`config.mk`:
```
export PLATFORM = sky130hd
export DESIGN_NAME = mult_control_flat
export DESIGN_NICKNAME = d
export VERILOG_FILES = /design/src/rtl/mult_control_pkg.sv /design/src/rtl/mult_control_if.sv /design/src/rtl/mult_control.sv /design/src/flat_wrapper.sv
export SDC_FILE = /design/constraint.sdc
export NUM_CORES = 1
export LEC_CHECK = 0
export CORE_AREA = 2 2 39 41
export DETAILED_ROUTE_END_ITERATION = 10
export DIE_AREA = 0 0 41 43
export GPL_TIMING_DRIVEN = 0
export PLACE_DENSITY_LB_ADDON = 0.2
export SLEW_MARGIN = 20
export SYNTH_ARGS = -nofsm -noshare
export SYNTH_HDL_FRONTEND = slang
export SYNTH_SLANG_ARGS = --single-unit
```
`constraint.sdc`:
```
create_clock -name clk -period 1.4 [get_ports clk]
set_input_delay 0.14 -clock clk [delete_from_list [all_inputs] [get_ports clk]]
set_output_delay 0.14 -clock clk [all_outputs]
set_load 0.005 [all_outputs]
```
`src/rtl/mult_control_pkg.sv`:
```
// Shared types for the shift-add multiplier: controller state encoding and default width.
package mult_pkg;

  localparam int BITS_DEFAULT = 8;

  typedef enum logic [2:0] {
    S_IDLE  = 3'd0,
    S_LOAD  = 3'd1,
    S_CHECK = 3'd2,
    S_ADD   = 3'd3,
    S_SHIFT = 3'd4,
    S_DECR  = 3'd5,
    S_DONE  = 3'd6
  } state_e;

  // Width needed to count 0..bits inclusive.
  function automatic int iter_width(input int bits);
    return $clog2(bits + 1);
  endfunction

endpackage

```
`src/rtl/mult_control_if.sv`:
```
// Handshake between the multiplier controller (slave) and the datapath/requester side (master).
interface mult_control_if;

  logic start;
  logic Q0;
  logic Zero;
  logic Load_Regs;
  logic Add_Regs;
  logic Shift_Regs;
  logic Decr_P;
  logic busy;
  logic done;
  logic err;

  modport master (
    output start, Q0, Zero,
    input  Load_Regs, Add_Regs, Shift_Regs, Decr_P, busy, done, err
  );

  modport slave (
    input  start, Q0, Zero,
    output Load_Regs, Add_Regs, Shift_Regs, Decr_P, busy, done, err
  );

endinterface

```
`src/rtl/mult_control.sv`:
```
// Moore FSM sequencing a shift-add multiplier datapath, with an inline iteration
// counter that flags runs where the datapath counter never reaches zero.
module mult_control
  import mult_pkg::*;
#(
  parameter int BITS = BITS_DEFAULT
) (
  input  logic          clk,
  input  logic          rst,
  mult_control_if.slave bus
);

  localparam int             CW       = iter_width(BITS);
  localparam logic [CW-1:0]  ITER_MAX = CW'(BITS);

  state_e        state_q, state_d;
  logic [CW-1:0] iter_q, iter_d;
  logic          err_q, err_d;

  always_ff @(posedge clk) begin
    if (rst) begin
      state_q <= S_IDLE;
      iter_q  <= '0;
      err_q   <= 1'b0;
    end else begin
      state_q <= state_d;
      iter_q  <= iter_d;
      err_q   <= err_d;
    end
  end

  always_comb begin
    state_d = state_q;
    iter_d  = iter_q;
    err_d   = err_q;
    unique case (state_q)
      S_IDLE: begin
        // err is cleared on acceptance so it already reads 0 during LOAD.
        if (bus.start) begin
          state_d = S_LOAD;
          iter_d  = '0;
          err_d   = 1'b0;
        end
      end
      S_LOAD: begin
        iter_d  = '0;
        err_d   = 1'b0;
        state_d = S_CHECK;
      end
      S_CHECK: begin
        if (bus.Zero) begin
          state_d = S_DONE;
        end else if (iter_q == ITER_MAX) begin
          state_d = S_DONE;
          err_d   = 1'b1;
        end else if (bus.Q0) begin
          state_d = S_ADD;
        end else begin
          state_d = S_SHIFT;
        end
      end
      S_ADD:   state_d = S_SHIFT;
      S_SHIFT: state_d = S_DECR;
      S_DECR: begin
        state_d = S_CHECK;
        if (iter_q != ITER_MAX) begin
          iter_d = iter_q + 1'b1;
        end
      end
      S_DONE:  state_d = S_IDLE;
      default: state_d = S_IDLE;
    endcase
  end

  assign bus.Load_Regs  = (state_q == S_LOAD);
  assign bus.Add_Regs   = (state_q == S_ADD);
  assign bus.Shift_Regs = (state_q == S_SHIFT);
  assign bus.Decr_P     = (state_q == S_DECR);
  assign bus.busy       = (state_q != S_IDLE);
  assign bus.done       = (state_q == S_DONE);
  assign bus.err        = err_q;

endmodule
```
`src/flat_wrapper.sv`:
```
// flat-port wrapper written by rule: the top's interface ports become plain ports
module mult_control_flat import mult_pkg::*;
#(
  parameter int BITS = BITS_DEFAULT
)
  (clk, rst, bus_start, bus_Q0, bus_Zero, bus_Load_Regs, bus_Add_Regs, bus_Shift_Regs, bus_Decr_P, bus_busy, bus_done, bus_err);
  mult_control_if bus_i ();
  input  logic clk;
  input  logic rst;
  input wire logic [$bits(bus_i.start)-1:0] bus_start;
  input wire logic [$bits(bus_i.Q0)-1:0] bus_Q0;
  input wire logic [$bits(bus_i.Zero)-1:0] bus_Zero;
  output wire logic [$bits(bus_i.Load_Regs)-1:0] bus_Load_Regs;
  output wire logic [$bits(bus_i.Add_Regs)-1:0] bus_Add_Regs;
  output wire logic [$bits(bus_i.Shift_Regs)-1:0] bus_Shift_Regs;
  output wire logic [$bits(bus_i.Decr_P)-1:0] bus_Decr_P;
  output wire logic [$bits(bus_i.busy)-1:0] bus_busy;
  output wire logic [$bits(bus_i.done)-1:0] bus_done;
  output wire logic [$bits(bus_i.err)-1:0] bus_err;
  assign bus_i.start = bus_start;
  assign bus_i.Q0 = bus_Q0;
  assign bus_i.Zero = bus_Zero;
  assign bus_Load_Regs = bus_i.Load_Regs;
  assign bus_Add_Regs = bus_i.Add_Regs;
  assign bus_Shift_Regs = bus_i.Shift_Regs;
  assign bus_Decr_P = bus_i.Decr_P;
  assign bus_busy = bus_i.busy;
  assign bus_done = bus_i.done;
  assign bus_err = bus_i.err;
  mult_control #(.BITS(BITS)) u_core (.clk(clk), .rst(rst), .bus(bus_i));
endmodule
```
# After elaboration in Yosys (flattened, before gate mapping)

Index checks and enable logic that the tools add are counted.

Register bits after elaboration: 8
Bits of input ports: 5
Output and inout bits: 7

Add/subtract/negate cells: 1
Equality and inequality tests: 12
Mux-type cells: 12
Reduce and logical (&&, ||, !) cells: 7

Operator list:

| operator                                              | number |
|---|---|
| case mux 3 bit (5 select lines)                       | 1 |
| 2-to-1 mux 3 bit                                      | 4 |
| case mux 4 bit (3 select lines)                       | 1 |
| equality test 3 bit, second input constant            | 3 |
| nonzero test 3 bit                                    | 3 |
| 2-to-1 mux 4 bit                                      | 2 |
| equality test 3 x 2 -> 1 bit, second input constant   | 2 |
| adder 4 x 1 -> 4 bit, second input constant           | 1 |
| equality test 4 bit, second input constant            | 1 |
| inequality test 2 x 1 -> 1 bit, second input constant | 2 |
| inequality test 2 bit, second input constant          | 2 |
| inequality test 4 bit, second input constant          | 1 |
| AND reduction 4 bit                                   | 1 |
| equality test 3 x 1 -> 1 bit, second input constant   | 1 |
| logical NOT 3 bit                                     | 1 |
| 2-to-1 mux 1 bit                                      | 3 |
| case mux 1 bit (3 select lines)                       | 1 |
| AND reduction 3 bit                                   | 1 |
| OR reduction 2 bit                                    | 1 |

# Logic depth before layout (Yosys ltp)

Depth in word-level cells: 4
Gate-level depth with buffers: 7

# Worst setup path before layout

Ideal clock, no wire load.

Path type: reg-to-reg
From: register u_core.iter_q[0]
To: register u_core.state_q[2]
Data arrival time: 1.441 ns
Required time: 1.285 ns
Setup slack: -0.156 ns
Stages on the path, launching flop included: 7
Clock period less this slack: 1.556 ns
Cells stage by stage: dfxtp_1 > inv_1 > ha_1 > and3b_1 > or4b_1 > a31oi_1 > nor2_1

Word-level cells in the longest chain between the ends: 4

Ends and longest elaborated chain:

| element                         | line               | source |
|---|---|---|
| from (decl)                     | mult_control.sv:17 | `logic [CW-1:0] iter_q, iter_d;` |
| from (signal assigned)          | mult_control.sv:27 | `iter_q <= iter_d;` |
| equality test 4 bit             | mult_control.sv:53 | `end else if (iter_q == ITER_MAX) begin` |
| 2-to-1 mux 3 bit                | mult_control.sv:53 |  |
| 2-to-1 mux 3 bit                | mult_control.sv:51 | `if (bus.Zero) begin` |
| case mux 3 bit (5 select lines) | mult_control.sv:36 | `unique case (state_q)` |
| to (signal assigned)            | mult_control.sv:26 | `state_q <= state_d;` |
| to (decl)                       | mult_control.sv:16 | `state_e state_q, state_d;` |

No other way between the ends.
A chain may end at the register's enable or synchronous reset.

# Final worst setup path

From: register u_core.iter_q[1]
To: register u_core.state_q[2]

Same word-level chain as after synthesis.

==> impl_results.md <==
* Status: complete, but fails checks
* Failing checks: setup timing
* CP Data Arrival Time at 1.67 ns
* Port-buffer cells at 11
* # H-tree levels at 1
* Num CTS Buffers at 3
* Die width at 41 µm
* VDD IR-drop max at 0.526 mV
* Gr busiest metal: met2
* Total GRT Usage at 18.4%
* Share of layout cells above drive strength 1 at 51.2%
* RSZ-0062 raised after global routing: true
* Max Cap Viol at 0
* Sw Ratio at 30.3%
* Total power at roughly 0.7 mW
* First-pass GRT wire length at 2090 µm
* Cell Pwr Density at ~880 nW/µm²
* GR Util met2 at 30.9%
* Gp weighted congestion at just over 0.7
* Primary FF master, synth: dfxtp_1
* Synth Area per Inst at 8.23 µm²
* Area delta synth->final at 62.1%
* Largest cells by area after synthesis: dfxtp_1, nor2_1, ha_1
* Internal power at around 0.48 mW
* Power share of the sequential group at 37.3%
* Post-layout minimum cycle time at between 1.5 and 2 ns
* Setup violations, final at 7
* Sink Count at 8
* Synth area leader: dfxtp_1
* Yosys warning total at 0
* N_diodes at 0
* CTS tree: done
* Final Slew Violations at 0
* Flop-to-flop setup slack at -0.13 ns
* Die ar. at about 1800 µm²
* Final wirelength at between 1000 and 1500 µm
* Final worst slack at -0.127 ns
* Combinational fraction of design power at 36.5%
* DP HPWL at 785 µm
* Kind of critical path: reg -> reg
* Core ar. at 1380 µm²
* EDFF count, synth at 0
* Top cell type's share of synthesized area at 33.0%
* Post-Syn Nets at 66
* Mapped Area at 485 µm²
* P_leak at approximately 0.38 nW
* Final ANT Viol Nets at 0
* DIE HEIGHT at 43 µm
* Met1 Usage GRT at 18.3%
* Worst-margin pin slew at around 0.36 ns
* Initial core utilization at 35.1%
* Clock transition at the registers of the reported paths at 0.06 ns
* Largest net degree at the start of global routing at 11
* Vias in the first global route at 504
* Final nets at 95
* Maximum clock frequency at 655 MHz
* Post-DR wirelength/cell at 12.9 µm
* CP Launch Type: flop
* Register area share after synthesis at 33.0%
* Post-synth ARST share at 0%
* Clock tree buffer depth at 2
* Hold_ws at 0.473 ns
* Clock share of power at 26.2%
* Slew HR at between 70% and 80%
* Commonest cells post-synth: dfxtp_1, nor2_1, inv_1, nand2_1
* Cell Rows at 14
* Detailed Routing Iterations Pass 1 at 4
* Vias at 509
* Syn Inst Count at about 60
* HP Class: reg -> reg
* Grt met3 use at under 10%
* DRC at 0
* Initial DRC count at 4
* Yosys cell types at 33
* # hold bufs at CTS at 0
* Initial antenna violation count at 0
* Final Instance Area at 787 µm²
* Hold violation count in the final report at 0
* Placed inst area at 617 µm²
* P_sw at 0.210 mW
* IO Pins at 12
* Clock root buffer: clkbuf_4
* Crit path required time at around 1.6 ns
* Vias/cell at 4.99
* Worst skew pair latency at between 0.2 and 0.3 ns
* GR Overflow Total at 0
* Crit-path max FO at 3
* CP Capture Type: flop
* Register bit total from synthesis at 8
* Final Util at a little under three fifths
* Final Cycle Share at 109%
* Setup Skew at 0.00961 ns
registers in the layout (all words and copies together) (netlist names):
signal          count
u_core.state_q      3
u_core.bus.err      1
u_core.iter_q       4
metal layers:
metal  vias to the layer above  share of wire, %
li1                        265                 -
met1                       231                40
met2                        11                53
met3                         2               6.1
met4                         0              0.76
met5                         -                 0
worst max-delay path, stage by stage (launching register included):
cell	delay (ns)
dfxtp_2	0.33
inv_2	0.05
ha_4	0.15
and3b_2	0.21
or4b_1	0.46
a31oi_1	0.18
nor2_1	0.05
what timing repair did:
| item | in CTS | in global routing |
|---|---|---|
| gates cloned | 1 | 0 |
| buffers inserted | 11 | 3 |
| pin swaps | 6 | 2 |
| gates resized for setup | 35 | 9 |
| endpoints found under the setup margin | 11 | 12 |
cell type report:
class                           instances  area, µm²
Clock buffer                            3       22.5
Timing Repair Buffer                   26        211
Tap cell                               16       20.0
Buffer                                  2       22.5
Sequential cell                         8        169
Fill cell                             141        597
Multi-Input combinational cell         41        317
Inverter                                6       25.0
layout by cell type, fill, tap and decap left out, types with 2 or more instances in the layout:
| cell | synthesis | final |
|---|---|---|
| a21oi_1 | 2 | 2 |
| nor2_4 | 0 | 2 |
| inv_1 | 6 | 2 |
| clkbuf_2 | 0 | 3 |
| clkdlybuf4s50_1 | 0 | 5 |
| clkbuf_4 | 0 | 3 |
| buf_6 | 2 | 5 |
| inv_2 | 0 | 3 |
| nand4_1 | 2 | 2 |
| dfxtp_2 | 0 | 4 |
| nand2_1 | 3 | 3 |
| dfxtp_1 | 8 | 3 |
| buf_2 | 1 | 2 |
| nand3_1 | 2 | 2 |
| buf_4 | 0 | 12 |
| nor2_1 | 8 | 6 |
metrics by stage:
step | TNS (ns) | setup WS [ns] | instances
5_1_grt | -1.01 | -0.180 | 102
6_report | -0.249 | -0.127 | 102
3_3_place_gp | -1.25 | -0.206 | 86
3_5_place_dp | -1.38 | -0.234 | 86
2_1_floorplan | -0.117 | -0.117 | 59
4_1_cts | -0.495 | -0.118 | 99
cells by family (layout without fill, tap and decap cells):
group	Yosys count	after routing	share of synthesized area, %
buffers and inverters	10	37	11.1
flip-flops	8	8	33.0
XOR/XNOR	1	1	1.80
AND/OR/NAND/NOR	28	28	33.3
AO/OA/AOI/OAI	9	9	13.7
multiplexers	1	1	2.06
adder cells (fa/ha/maj)	2	2	5.15
final timing paths:
check,startpoint,end,cells after the start
setup / recovery,u_core.iter_q[1],u_core.state_q[2],6
hold / removal,u_core.bus.err,u_core.bus.err,2
hold reg to reg,u_core.bus.err,u_core.bus.err,2
setup reg to reg,u_core.iter_q[1],u_core.state_q[2],6
power by group through the flow:
stage | sequential (mW) | combinational [mW] | clock, mW
floorplan | 0.256 | 0.121 | 0
global placement | 0.257 | 0.182 | 0
detailed placement | 0.258 | 0.186 | 0
CTS | 0.264 | 0.224 | 0.191
global route | 0.261 | 0.277 | 0.205
finish | 0.259 | 0.253 | 0.182
Power figures use the tool's default switching activity.
